## src/rtl/spi_ctrl_tx.sv

```systemverilog
`default_nettype none
// +-----------------------------------------------------------------------------
// | spi_ctrl_tx : SPI mode-0 master, one byte out / one byte in per handshake.
// | Revision    : 1.0
// +-----------------------------------------------------------------------------
module spi_ctrl_tx #(
   parameter int CLK_DIV = 4
) (
   input  logic       clk,
   input  logic       rst,
   input  logic [7:0] tx_dat,
   input  logic       tx_valid,
   output logic       tx_ready,
   input  logic       miso,
   output logic       sclk,
   output logic       mosi,
   output logic       cs,
   output logic [7:0] rx_dat,
   output logic       done
);

   localparam logic [1:0] S_IDLE  = 2'd0;
   localparam logic [1:0] S_SETUP = 2'd1;
   localparam logic [1:0] S_SHIFT = 2'd2;
   localparam logic [1:0] S_HOLD  = 2'd3;

   localparam logic [7:0] C_DIV_LAST = 8'(CLK_DIV - 1);

   logic [1:0] r_state;
   logic [7:0] r_div;
   logic [2:0] r_bit;
   logic [7:0] r_tx_sh;
   logic [7:0] r_rx_sh;

   logic       w_div_end;
   logic       w_accept;

   assign w_div_end = (r_div == C_DIV_LAST);
   assign w_accept  = (r_state == S_IDLE) && tx_valid && tx_ready;

   // Half-period divider: free-runs outside IDLE, wraps every CLK_DIV cycles.
   always_ff @(posedge clk or posedge rst) begin
      if (rst) begin
         r_div <= 8'd0;
      end else if (r_state == S_IDLE || w_div_end) begin
         r_div <= 8'd0;
      end else begin
         r_div <= r_div + 8'd1;
      end
   end

   always_ff @(posedge clk or posedge rst) begin
      if (rst) begin
         r_state  <= S_IDLE;
         r_bit    <= 3'd0;
         r_tx_sh  <= 8'h00;
         r_rx_sh  <= 8'h00;
         tx_ready <= 1'b1;
         sclk     <= 1'b0;
         mosi     <= 1'b0;
         cs       <= 1'b1;
         rx_dat   <= 8'h00;
         done     <= 1'b0;
      end else begin
         done <= 1'b0;
         case (r_state)
            S_IDLE: begin
               if (w_accept) begin
                  r_tx_sh  <= tx_dat;
                  r_rx_sh  <= 8'h00;
                  r_bit    <= 3'd0;
                  mosi     <= tx_dat[7];
                  cs       <= 1'b0;
                  tx_ready <= 1'b0;
                  r_state  <= S_SETUP;
               end
            end

            // The SETUP exit edge is the first sclk rising edge, so bit 7 of miso is captured here.
            S_SETUP: begin
               if (w_div_end) begin
                  sclk    <= 1'b1;
                  r_rx_sh <= {r_rx_sh[6:0], miso};
                  r_state <= S_SHIFT;
               end
            end

            S_SHIFT: begin
               if (w_div_end) begin
                  if (sclk) begin
                     sclk  <= 1'b0;
                     r_bit <= r_bit + 3'd1;
                     if (r_bit == 3'd7) begin
                        r_state <= S_HOLD;
                     end else begin
                        mosi    <= r_tx_sh[6];
                        r_tx_sh <= {r_tx_sh[6:0], 1'b0};
                     end
                  end else begin
                     sclk    <= 1'b1;
                     r_rx_sh <= {r_rx_sh[6:0], miso};
                  end
               end
            end

            S_HOLD: begin
               if (w_div_end) begin
                  cs       <= 1'b1;
                  mosi     <= 1'b0;
                  rx_dat   <= r_rx_sh;
                  done     <= 1'b1;
                  tx_ready <= 1'b1;
                  r_state  <= S_IDLE;
               end
            end

            default: begin
               r_state <= S_IDLE;
            end
         endcase
      end
   end

endmodule
`default_nettype wire

```

## config.mk

```make
export PLATFORM = sky130hd
export DESIGN_NAME = spi_ctrl_tx
export DESIGN_NICKNAME = d
export VERILOG_FILES = /design/src/rtl/spi_ctrl_tx.sv
export SDC_FILE = /design/constraint.sdc
export NUM_CORES = 1
export LEC_CHECK = 0
export CAP_MARGIN = 25
export CORE_UTILIZATION = 35
export CTS_CLUSTER_DIAMETER = 120
export DETAILED_ROUTE_END_ITERATION = 7
export PLACE_DENSITY = 0.61
export SLEW_MARGIN = 0
export SYNTH_ARGS = -nofsm -noshare
export SYNTH_HDL_FRONTEND = slang
export SYNTH_SLANG_ARGS = --single-unit
```

## constraint.sdc

```tcl
create_clock -name clk -period 2.52 [get_ports clk]
set_input_delay 0.504 -clock clk [delete_from_list [all_inputs] [get_ports clk]]
set_output_delay 0.504 -clock clk [all_outputs]
set_load 0.05 [all_outputs]
```

After elaboration in Yosys (flattened, before gate mapping)
Index checks and enable logic that the tools add are counted.

operators by class
  muxes and demuxes = 36
  $add $sub $neg = 2
  equality and inequality tests = 13
  reduce and logical (&&, ||, !) cells = 17

operator list
  operator               number
  $mux W8                5
  $mux W7                4
  $pmux W8 S3            1
  $ne A2 B2 Y1 const B   8
  $pmux W7 S2            1
  $mux W2                6
  $reduce_and A6 Y1      2
  $mux W1                11
  $reduce_and A5 Y1      2
  $mux W3                3
  $add A8 B1 Y8 const B  1
  $eq A8 B2 Y1 const B   1
  $pmux W2 S4            1
  $pmux W3 S2            1
  $reduce_and A3 Y1      2
  $reduce_bool A2 Y1     3
  $reduce_bool A3 Y1     2
  $eq A2 B2 Y1 const B   2
  $pmux W1 S2            2
  $reduce_and A4 Y1      1
  $add A3 B1 Y3 const B  1
  $eq A3 B3 Y1 const B   1
  $pmux W1 S3            1
  $eq A2 B1 Y1 const B   1
  other kinds (4)        5

word-level totals
  bits in registers = 40
  output and inout port bits = 13

Depth between registers and ports, before layout
Gate-level depths: netlist of run 1.

  depth in word-level cells = 5
  mapped depth = 8
  gate-level depth less buffers = 6

Least setup slack after synthesis of run 1
OpenSTA, ideal clock, no wires.

  path kind = reg-to-reg
  start point = register r_state[0]
  end point = register r_bit[0]
  arrival = 2007 ps
  setup slack = 392 ps
  cell stages (with the launch flop) = 8
  library setup time = 121 ps
  buffers on the path = 1
  required time = 2399 ps
  period minus slack after synthesis = 2128 ps
  path through = dfrtp_1 > inv_1 > ha_1 > clkbuf_1 > a21boi_1 > nor4_1 > mux2_2 > a22o_1

on the way
  word-level cells in the longest chain between the ends = 5

ends and longest elaborated chain
  element                             line    source
  from (decl)                         29      logic [1:0] r_state;
  from (signal assigned)              54      r_state <= S_IDLE;
  from (signal assigned)              75      r_state <= S_SETUP;
  from (signal assigned)              84      r_state <= S_SHIFT;
  $logic_not A2 Y1                    39, 66
  $logic_and A1 B1 Y1 (2 in series)   39      assign w_accept = (r_state == S_IDLE) && tx_valid && tx_ready;
  $ne A2 B2 Y1 (no source line)       --
  $reduce_and A4 Y1 (no source line)  --
  to (signal assigned)                92      r_bit <= r_bit + 3'd1;
  to (decl)                           31      logic [2:0] r_bit;

Several ways; a longest one is shown, not always the timed one.
A chain may end at the register's enable or synchronous reset.

Worst setup path in the final report of run 1
  start point = register r_div[0]
  end point = register mosi

on the way
  word-level cells in the longest chain between the ends = 3

ends and longest elaborated chain
  element                               line  source
  from (decl)                           30    logic [7:0] r_div;
  from (signal assigned)                48    r_div <= r_div + 8'd1;
  $eq A8 B2 Y1 *                        38    assign w_div_end = (r_div == C_DIV_LAST);
  $ne A2 B2 Y1 (no source line)         --
  $reduce_and A6 Y1 (no source line) *  --
  to (signal assigned)                  72    mosi <= tx_dat[7];
  to (signal assigned)                  96    mosi <= r_tx_sh[6];
  to (decl)                             16    output logic mosi,

Every way passes the cells marked *; elsewhere a longest branch is shown, timed or not.

==> out/results.ini, run 1 <==
[yosys]
synth_seq_cells = 40
synth_nets = 214
synth_area_per_cell_sq_um = 10.3
yosysSeqAreaShare_pct = 49.8
yosys_warnings = 0
synth_cells = 195
synth.distinct_cells = 39
netlist_area_sq_um = 2010

[grt]
grt_overflow = 0
antenna_found_initial = 0
grt.total_usage_pct = 15.4
grt_pass1_wl_mm = 7.26
grt_max_degree = 41
first_global_vias = 1506

[worst_setup_path]
worstPathArrival_ps = 2520
cp_max_fo = 7
rr_endpoint = mosi$_DFFE_PP0P_
cp-start-kind = register
timing.rr.start = r_div[0]$_DFF_PP0_
reg2reg_depth = 5
end_kind = register
criticalPathCategory = reg2reg
required_ps = 2700
rrSetupSlack_ps = 180

[floorplanning]
dieArea_sq_um = 6050
io_pins = 25
initial_core_util_pct = 36.5
die_x_um = 77.8
num_rows = 27
die_y_um = 77.8
core_sq_um = 5510

[layout]
drive_above_1_share_pct = 12.9
area_growth_pct = 22.7
seqCellArea_sq_um = 1000
diodes = 0
n_fill_cell = 532
final_common_cell = dfrtp_1
finish.net_count = 242
multi_input_comb_area_sq_um = 910
utilization_pct = 44.8
final_cell_mix = 39 x dfrtp_1, 24 x clkdlybuf4s50_1, 19 x nand2_1, 19 x nor2_1, 17 x inv_1
design_area_sq_um = 2470
layoutNonFillerInstCount = 296

[power_and_ir_drop]
leakagePower_nw = 1.08
ir_drop_mv = 0.700
power_density_nw_per_um2 = 1320

[outcome]
status = finished, final reports clean

[min_path]
hold_start = r_div[0]$_DFF_PP0_
hold_end = r_div[0]$_DFF_PP0_
hold_class = reg2reg
hold_depth = 1

[place]
gp_congestion = 0.807
portBuffers = 24
place_inst = 287
place_area_sq_um = 2340
hpwl_mm = 2.72

[timing]
period_needed_ps = 2340
fin_skew_ps = 8.85
relSlewSlack_pct = 61.6
hold_viol = 0
setup_viol = 0
setup_tns_ps = 0
max_clock_freq_mhz = 428
finalCritPeriodShare_pct = 92.8
worst_pin_slew_ps = 573
rsz0062_at_grt = false
maxSlewViolCount = 0

[cts]
clk_pin_slew_ps = 70
cts.repair.resized = 0
root_buffer = clkbuf_8
cts_tree = done
clock_latency_ps = 290
numCtsBuffers = 5
cts_hold_buf = 0
cts_buffer_depth = 2
clock_sinks = 40
htree_num_levels = 2

[route]
ant_nets = 0
routed_wl_mm = 3.97
drc_errors = 0
viasPerCell = 4.88
drt_iter0_markers = 64
vias = 1445
first_pass_iters = 4
post_drt_wl_per_cell_um = 13.4

[run]
max_cap_viol_count = 0

## per-stage QoR
| step | power (W) | hold WS (ps) | worst slack (ps) |
|---|---|---|---|
| final | 0.00325 | 499 | 181 |
| after CTS | 0.00323 | 503 | 202 |
| after detailed placement | 0.00270 | 492 | 227 |
| after global placement | 0.00268 | 484 | 284 |
| after global routing | 0.00349 | 543 | 51.4 |
| after floorplan | 0.00224 | 469 | 392 |
## worst max-delay path, cell delays in order (launching register included)
cell       delay [ps]
dfrtp_1           400
ha_1              260
or4b_1            600
o41ai_1           480
o2111ai_1         190
mux2_2            300
## worst max path at each step
stage | startpoint | to | slack, ps | cells after the start
finish | r_div[0]$_DFF_PP0_ | mosi$_DFFE_PP0P_ | 180 | 5
global route | r_div[0]$_DFF_PP0_ | mosi$_DFFE_PP0P_ | 50 | 5
CTS | r_div[0]$_DFF_PP0_ | mosi$_DFFE_PP0P_ | 200 | 5
detailed placement | r_div[0]$_DFF_PP0_ | mosi$_DFFE_PP0P_ | 230 | 5
global placement | r_div[0]$_DFF_PP0_ | r_tx_sh[4]$_DFFE_PP0P_ | 280 | 5
floorplan | r_state[0]$_DFFE_PP0P_ | r_bit[0]$_DFFE_PP0P_ | 390 | 7
## cell usage after synthesis
cell	count	share of area (%)
mux2i_1	10	5.0
or2_2	2	0.62
o311a_1	1	0.50
ha_1	7	4.4
mux2_2	10	5.6
o21ai_0	9	2.2
inv_1	17	3.2
or3_1	2	0.62
o41ai_1	1	0.44
o21ai_1	1	0.25
or4b_1	1	0.50
nor4_1	1	0.31
o31a_1	1	0.44
a22o_1	6	2.6
and3_1	2	0.62
a21oi_4	1	0.81
a21boi_0	1	0.37
or2_1	1	0.31
or4_4	1	0.56
a21oi_1	6	1.5
dfrtp_1	39	49
buf_4	1	0.37
nor2b_1	1	0.31
nand2b_1	1	0.31
xnor2_1	1	0.44
o2111ai_1	1	0.44
clkbuf_2	1	0.25
buf_1	1	0.19
nand2_1	19	3.5
nor4b_1	1	0.44
nor2_1	19	3.5
nand3_1	8	2.0
a2bb2oi_1	4	1.7
clkbuf_1	5	0.93
a221oi_4	1	1.3
dfstp_2	1	1.3
xor2_1	5	2.2
a21boi_1	1	0.37
nor3_1	4	1.0
## state kept, by name, indices dropped and copies added, names as in the netlist
signal   count
done         1
r_div        8
sclk         1
r_rx_sh      8
r_bit        3
rx_dat       8
r_tx_sh      7
mosi         1
cs           1
r_state      2
## layout make-up
type	instances	share of cell area [%]
clock inverters	3	1.72
clock buffers	5	2.79
well taps	72	3.65
multi-input cells	130	36.9
flip-flops and latches	40	40.6
repair buffers	29	11.8
inverters	17	2.59
## cell families after synthesis
family / count (synthesis) / share of synthesized area (%)
AOI/OAI and AO/OA: 34 / 13.0
adders and majority gates: 7 / 4.36
muxes: 20 / 10.6
and+or+nand+nor: 63 / 14.7
buffers and inverters: 25 / 4.92
DFF: 40 / 49.8
xor gates and xnor gates: 6 / 2.61
## repair_timing
action / in CTS / in global routing
buffers inserted: 0 / 1
endpoints found under the setup margin: 0 / 3
endpoints found under the hold margin: 0 / 0
## where the power goes
group	total, W	internal (W)	switching [W]
combinational	0.00165	0.000677	0.000974
clock	0.000519	0.000293	0.000226
sequential	0.00108	0.000887	0.000188
total	0.00325	0.00186	0.00139
## layer usage
layer | routed length, um | up-vias | part of all wire, % | global-route usage [%]
met5 | 0 | - | 0 | 0
met4 | 59 | 0 | 1.5 | 6.23
met3 | 117 | 6 | 3.0 | 3.18
met2 | 1770 | 20 | 45 | 23.4
met1 | 2020 | 694 | 51 | 21.2
li1 | - | 725 | - | -
(Power assumes the default switching activity.)
==> run 2, diff against run 1 <==
- GPL_ROUTABILITY_DRIVEN: default -> 1
- HOLD_SLACK_MARGIN: default -> 0.02
==> results of run 2 <==
No change in the layout: final DEF, timing and power equal those of run 1.
